## config.mk

```make
export PLATFORM = sky130hd
export DESIGN_NAME = aload_sequencer
export DESIGN_NICKNAME = d
export VERILOG_FILES = /design/src/rtl/aload_sequencer.sv
export SDC_FILE = /design/constraint.sdc
export NUM_CORES = 1
export LEC_CHECK = 0
export BUFFER_PORTS_ARGS = -buffer_cell sky130_fd_sc_hd__buf_2
export CORE_MARGIN = 2
export CORE_UTILIZATION = 44
export CTS_CLUSTER_DIAMETER = 100
export DETAILED_ROUTE_END_ITERATION = 6
export GPL_TIMING_DRIVEN = 1
export PLACE_DENSITY = 0.8
export SYNTH_ARGS = -nofsm -noshare
export SYNTH_HDL_FRONTEND = slang
export SYNTH_SLANG_ARGS = --single-unit
export TNS_END_PERCENT = 1
```

## constraint.sdc

```tcl
create_clock -name clk -period 1.6 [get_ports clk]
set_input_delay 0.32 -clock clk [delete_from_list [all_inputs] [get_ports clk]]
set_output_delay 0.32 -clock clk [all_outputs]
set_load 0.02 [all_outputs]
```

## src/rtl/aload_sequencer.sv

```systemverilog
// aload_sequencer
//   Drives the arst/rval inputs of a bank of async-load flip-flops through a
//   setup -> assert -> hold -> recover sequence for every accepted load request.
//   The bank's clocked d path is gated through ce_o while a sequence runs.
//   The bank output is read back twice per sequence, and any mismatch latches err.
//   Every output comes straight from a flop, so arst_o cannot glitch.

module aload_sequencer #(
    parameter int WIDTH       = 8,
    parameter int SETUP_CYC   = 1,
    parameter int ASSERT_CYC  = 2,
    parameter int HOLD_CYC    = 1,
    parameter int RECOVER_CYC = 2
) (
    input  logic             clk,
    input  logic             rst,
    input  logic             req_valid,
    output logic             req_ready,
    input  logic [WIDTH-1:0] req_value,
    output logic             arst_o,
    output logic [WIDTH-1:0] rval_o,
    output logic             ce_o,
    input  logic [WIDTH-1:0] q_i,
    output logic             done,
    output logic             err
);

    // The phase counter must be wide enough to hold the longest phase length.
    localparam int MAX_SA  = (SETUP_CYC > ASSERT_CYC) ? SETUP_CYC : ASSERT_CYC;
    localparam int MAX_HR  = (HOLD_CYC > RECOVER_CYC) ? HOLD_CYC : RECOVER_CYC;
    localparam int MAX_CYC = (MAX_SA > MAX_HR) ? MAX_SA : MAX_HR;
    localparam int CNT_W   = (MAX_CYC < 1) ? 1 : $clog2(MAX_CYC + 1);

    typedef enum logic [2:0] {
        IDLE,
        SETUP,
        ASSERT,
        HOLD,
        RECOVER
    } state_t;

    state_t             state_q;
    state_t             state_d;
    logic [CNT_W-1:0]   cnt_q;
    logic [CNT_W-1:0]   cnt_d;
    logic [CNT_W-1:0]   phase_end;
    logic               phase_last;
    logic               handshake;
    logic               mismatch;
    logic [WIDTH-1:0]   rval_d;
    logic               err_d;
    logic               done_d;
    logic               arst_d;
    logic               ce_d;
    logic               ready_d;

    // Last count value of the current phase; IDLE has no timed phase.
    always_comb begin
        // NOTE: every signal written in an always_comb gets a default first so no latch is inferred.
        phase_end = '0;
        case (state_q)
            SETUP:   phase_end = CNT_W'(SETUP_CYC - 1);
            ASSERT:  phase_end = CNT_W'(ASSERT_CYC - 1);
            HOLD:    phase_end = CNT_W'(HOLD_CYC - 1);
            RECOVER: phase_end = CNT_W'(RECOVER_CYC - 1);
            default: phase_end = '0;
        endcase
    end

    assign phase_last = (cnt_q == phase_end);
    assign handshake  = req_valid && req_ready;
    assign mismatch   = (q_i != rval_o);

    // Next-state, phase count, and next values of the registered outputs.
    always_comb begin
        state_d = state_q;
        cnt_d   = cnt_q;
        rval_d  = rval_o;
        err_d   = err;
        done_d  = 1'b0;

        case (state_q)
            IDLE: begin
                if (handshake) begin
                    state_d = SETUP;
                    cnt_d   = '0;
                    rval_d  = req_value;
                end
            end
            SETUP: begin
                if (phase_last) begin
                    state_d = ASSERT;
                    cnt_d   = '0;
                end else begin
                    cnt_d = cnt_q + CNT_W'(1);
                end
            end
            ASSERT: begin
                if (phase_last) begin
                    // The bank must already show the loaded value while arst is still held.
                    if (mismatch) begin
                        err_d = 1'b1;
                    end
                    state_d = HOLD;
                    cnt_d   = '0;
                end else begin
                    cnt_d = cnt_q + CNT_W'(1);
                end
            end
            HOLD: begin
                if (phase_last) begin
                    state_d = RECOVER;
                    cnt_d   = '0;
                end else begin
                    cnt_d = cnt_q + CNT_W'(1);
                end
            end
            RECOVER: begin
                if (phase_last) begin
                    // The loaded value must have survived arst release and recovery.
                    if (mismatch) begin
                        err_d = 1'b1;
                    end
                    state_d = IDLE;
                    cnt_d   = '0;
                    done_d  = 1'b1;
                end else begin
                    cnt_d = cnt_q + CNT_W'(1);
                end
            end
            default: begin
                state_d = IDLE;
                cnt_d   = '0;
            end
        endcase

        // Outputs follow the state being entered, so they change on the same edge as the state.
        arst_d  = (state_d == ASSERT);
        ce_d    = (state_d == IDLE);
        ready_d = (state_d == IDLE);
    end

    // State, phase counter and output registers; rst wins over a simultaneous handshake.
    always_ff @(posedge clk) begin
        // NOTE: sequential state uses non-blocking assignments so every flop samples pre-edge values.
        if (rst) begin
            state_q   <= IDLE;
            cnt_q     <= '0;
            req_ready <= 1'b1;
            arst_o    <= 1'b0;
            rval_o    <= '0;
            ce_o      <= 1'b1;
            done      <= 1'b0;
            err       <= 1'b0;
        end else begin
            state_q   <= state_d;
            cnt_q     <= cnt_d;
            req_ready <= ready_d;
            arst_o    <= arst_d;
            rval_o    <= rval_d;
            ce_o      <= ce_d;
            done      <= done_d;
            err       <= err_d;
        end
    end

endmodule

```

# Word-level counts from Yosys, hierarchy flattened
# Cells that the tools add are included.
[word_totals]
reg_bits = 17
inputBits = 19
out_inout_bits = 13
wordCells = 36
[op_classes]
addsub = 1
n_eq_ne = 8
n_mux = 11
bitwise_logic = 1
reduce_logical = 8
[op_table]
columns = ["cell", "count"]
rows = [
  ["two-way mux 3 bit", 5],
  ["one-hot mux 3 bit (5 select lines)", 1],
  ["== test 3 x 2 -> 1 bit, second input constant", 3],
  ["inequality test 8 bit", 1],
  ["zero test 3 bit", 2],
  ["two-way mux 2 bit", 2],
  ["one-hot mux 2 bit (2 select lines)", 1],
  ["OR reduction 2 bit", 2],
  ["OR reduction 4 bit", 1],
  ["== test 3 x 1 -> 1 bit, second input constant", 1],
  ["== test 3 bit, second input constant", 1],
  ["AND reduction 3 bit", 1],
  ["adder 2 x 1 -> 2 bit, second input constant", 1],
  ["== test 2 bit", 1],
  ["two-way mux 1 bit", 2],
  ["inequality test 2 bit, second input constant", 1],
  ["AND reduction 2 bit", 1],
  ["logical AND 1 bit", 1],
  ["inverter 1 bit", 1],
]

# Depth between registers and ports, before layout
[depth]
ltp_word = 7
depth_mapped = 5
mapped_depth_nobuf = 4

# Least setup slack after synthesis
# OpenSTA, ideal clock, no wires.
[synth_path]
kind = "register to register"
start = "register, netlist name ce_o"
end = "register rval_o[0]"
setup_time_ns = 0.128
arrival_ns = 1.164
required_time_ns = 1.472
setup_slack_ns = 0.309
path_stages_with_launch = 6
n_path_buf = 1
path_cell_list = "dfxtp_1 > nand2_1 > nor4_2 > buf_6 > mux2i_1 > nor2_1"
[synth_rtl]
columns = ["element", "line_no", "rtl"]
rows = [
  ["end signal: assignment", "160", "rval_o <= rval_d;"],
  ["end: declaration", "21", "output logic [WIDTH-1:0] rval_o,"],
]

# Worst setup path in the final report
[layout_path]
start = "register state_q[0]"
end = "register rval_o[0]"
[layout_via]
elab_chain_cells = 2
[layout_rtl]
columns = ["element", "line_no", "rtl"]
rows = [
  ["start: declaration", "42", "state_t state_q;"],
  ["start signal: assignment", "156", "state_q <= state_d;"],
  ["zero test 3 bit", "82", "case (state_q)"],
  ["AND reduction 2 bit (no line)", "n/a", ""],
]
# Every way passes these cells.
# A chain may end at the register's enable or synchronous reset.

==> summary.txt <==
Synth
  – Synth Cell Area: 859.6 µm²
  – Cell accounting for the most synthesized area: dfxtp_1
  – Main flop type after synthesis: dfxtp_1
  – Most numerous cell in the Yosys netlist: dfxtp_1
  – Cells after Synth: 92
  – Post-synth EDFFs: 0
  – Synth top area cells: dfxtp_1 (40%), xnor2_1 (11%), mux2i_1 (9.3%)
  – Sequential area share after synthesis: 39.59%
  – Post-synth top cells: dfxtp_1 (17), nor2_1 (12), xnor2_1 (11), mux2i_1 (8), a21oi_1 (6)
  – Warnings, synthesis: 0
  – Synth Net Count: 111
  – Share of the synthesized area in the top cell type: 39.59%
  – Syn Area/Cell: 9.343 µm²
  – Ys async rst share: 0%
  – Synth cell types: 29
  – Number of synthesized register bits: 17

GRT
  – Initial antenna violation count: 0
  – First-pass GRT wire length: 2684 µm
  – Aggregate global routing overflow: 0
  – Vias in the first global route: 662
  – Total GRT Usage: 17.40%
  – Pin count of the biggest net entering global routing: 19

Placement
  – Port bufs: 31
  – HPWL Detailed: 1289 µm
  – Dpl cell area: 1015 µm²
  – DP Cell Count: 144
  – Routability congestion estimate: 0.9257

Setup path
  – Arr. time, crit path: 1.48 ns
  – Critical path data required time: 1.78 ns
  – Setup Crit Path Kind: reg -> reg
  – Crit path launch type: register
  – Crit-path max FO: 10
  – Setup crit end kind: register

Die
  – Die area: 2323 µm²
  – Die X: 48.20 µm
  – Placement Rows: 15
  – Initial cell density of the core: 48.21%
  – # IOs: 32
  – Die Y: 48.20 µm
  – Core Box Area: 1783 µm²

Run
  – Max cap viols: 0

Timing
  – Min Tclk post-route: 1.302 ns
  – RSZ-0062 raised after global routing: false
  – Skew final: 0.009989 ns
  – Worst Max-Slew Pin Slew: 0.3560 ns
  – Final period util: 81.39%
  – Fmax: 767.9 MHz
  – Hold Vio Cnt, Final: 0
  – Slew headroom: 76.23%
  – Final setup viols: 0
  – Final setup TNS: 0 ns
  – Max Slew Vio Count: 0

CTS
  – CTS root buf: clkbuf_4
  – Clock H-tree levels: 1
  – Clock Sinks: 17
  – CTS tree: built
  – CTS resizes: 0
  – Deepest clock path buffer count: 2
  – Worst-Skew Late Latency: 0.30 ns
  – CTS Hold Bufs: 0
  – Clock transition at path regs: 0.11 ns
  – Num CTS Buffers: 3
  – Postcts setup bufs: 0

Route
  – Via density: 4.946
  – # DRC: 0
  – DRT antenna net count: 0
  – Iteration-0 DRC Markers: 2
  – DR pass1 iterations: 4
  – Via count: 732
  – Wirelength per Cell: 11.31 µm
  – Routed WL: 1674 µm

Layout
  – Post-Layout Cell Count: 148
  – Nets: 143
  – Layout cells sized above 1: 34.96%
  – Design Area, Final: 1045 µm²
  – Area Growth Syn to Fin: 21.54%
  – Diode count: 0

Run status
  – Status: finished, final reports clean

Pwr
  – Pleak: 0.4306 nW
  – Worst vdd ir: 0.7383 mV
  – Pwr dens: 1134 nW/µm²

Hold path
  – Hold crit path type: in -> reg
## worst paths after layout
check                           depth (start not counted)         start  slack, ns   endpoint
worst max-delay path                                    4    state_q[0]       0.30  rval_o[0]
worst max register to register                          4    state_q[0]       0.30  rval_o[0]
worst min-delay path                                    3  req_value[2]       0.25  rval_o[2]
worst min register to register                          2           err       0.46        err
## power breakdown
part,switching [mW],internal (mW)
Sequential,0.0707,0.477
Clock,0.140,0.0953
Combinational,0.210,0.193
## cell families (layout without fill, tap and decap cells)
family / after synthesis / after routing / synth area share (%)
XOR/XNOR: 11 / 11 / 11.21
flip-flops: 17 / 17 / 39.59
AND/OR/NAND/NOR: 32 / 32 / 21.25
multiplexers: 8 / 8 / 9.316
buffers and inverters: 10 / 41 / 7.569
AO/OA/AOI/OAI: 14 / 14 / 11.06
## metrics by stage
| stage | hold WS [ns] | util [%] | power [mW] | setup WS (ns) |
|---|---|---|---|---|
| final | 0.2524 | 58.60 | 1.185 | 0.2977 |
| after global routing | 0.2535 | 58.60 | 1.272 | 0.1701 |
| after CTS | 0.2366 | 58.60 | 1.203 | 0.2874 |
| after detailed placement | 0.4437 | 56.91 | 0.9600 | 0.3058 |
| after global placement | 0.4494 | 56.91 | 0.9475 | 0.3452 |
| after floorplan | 0.4672 | - | 0.8773 | 0.3089 |
## worst max-delay path, stage by stage (launching register included)
cell	delay, ns
dfxtp_1	0.41
nor4_2	0.27
buf_4	0.24
mux2i_1	0.20
nor2_1	0.05
## flip-flops by register name, summed over array words and instances, names as in the netlist
register	flops
arst_o	1
state_q	3
cnt_q	2
rval_o	8
err	1
done	1
ce_o	1
## placed cells by master, fill, tap and decap left out, drive strengths merged, types with 2 or more instances in the layout
master / instances
buf: 34
dfxtp: 17
nor2: 13
xnor2: 11
mux2i: 8
a21oi: 6
nand2: 3
inv: 3
clkbuf: 3
nor3: 3
nor4: 3
and2b: 2
a22oi: 2
nor3b: 2
nand4: 2
o21ai: 2
## layer usage
| layer | up-vias | GRT usage (%) | share of wire (%) |
|---|---|---|---|
| met4 | 0 | 9.189 | 2.0 |
| met3 | 5 | 6.667 | 6.8 |
| met1 | 323 | 19.46 | 43 |
| li1 | 377 | - | - |
| met5 | - | 0 | 0 |
| met2 | 27 | 28.42 | 48 |
## area by class of cell
type	instances	area [µm²]
timing repair buffer	34	177.7
clock inverter	1	7.507
multi-input combinational	65	454.2
sequential	17	340.3
inverter	3	11.26
tap	25	31.28
fill	172	738.2
clock buffer	3	22.52
Power figures use the tool's default switching activity.
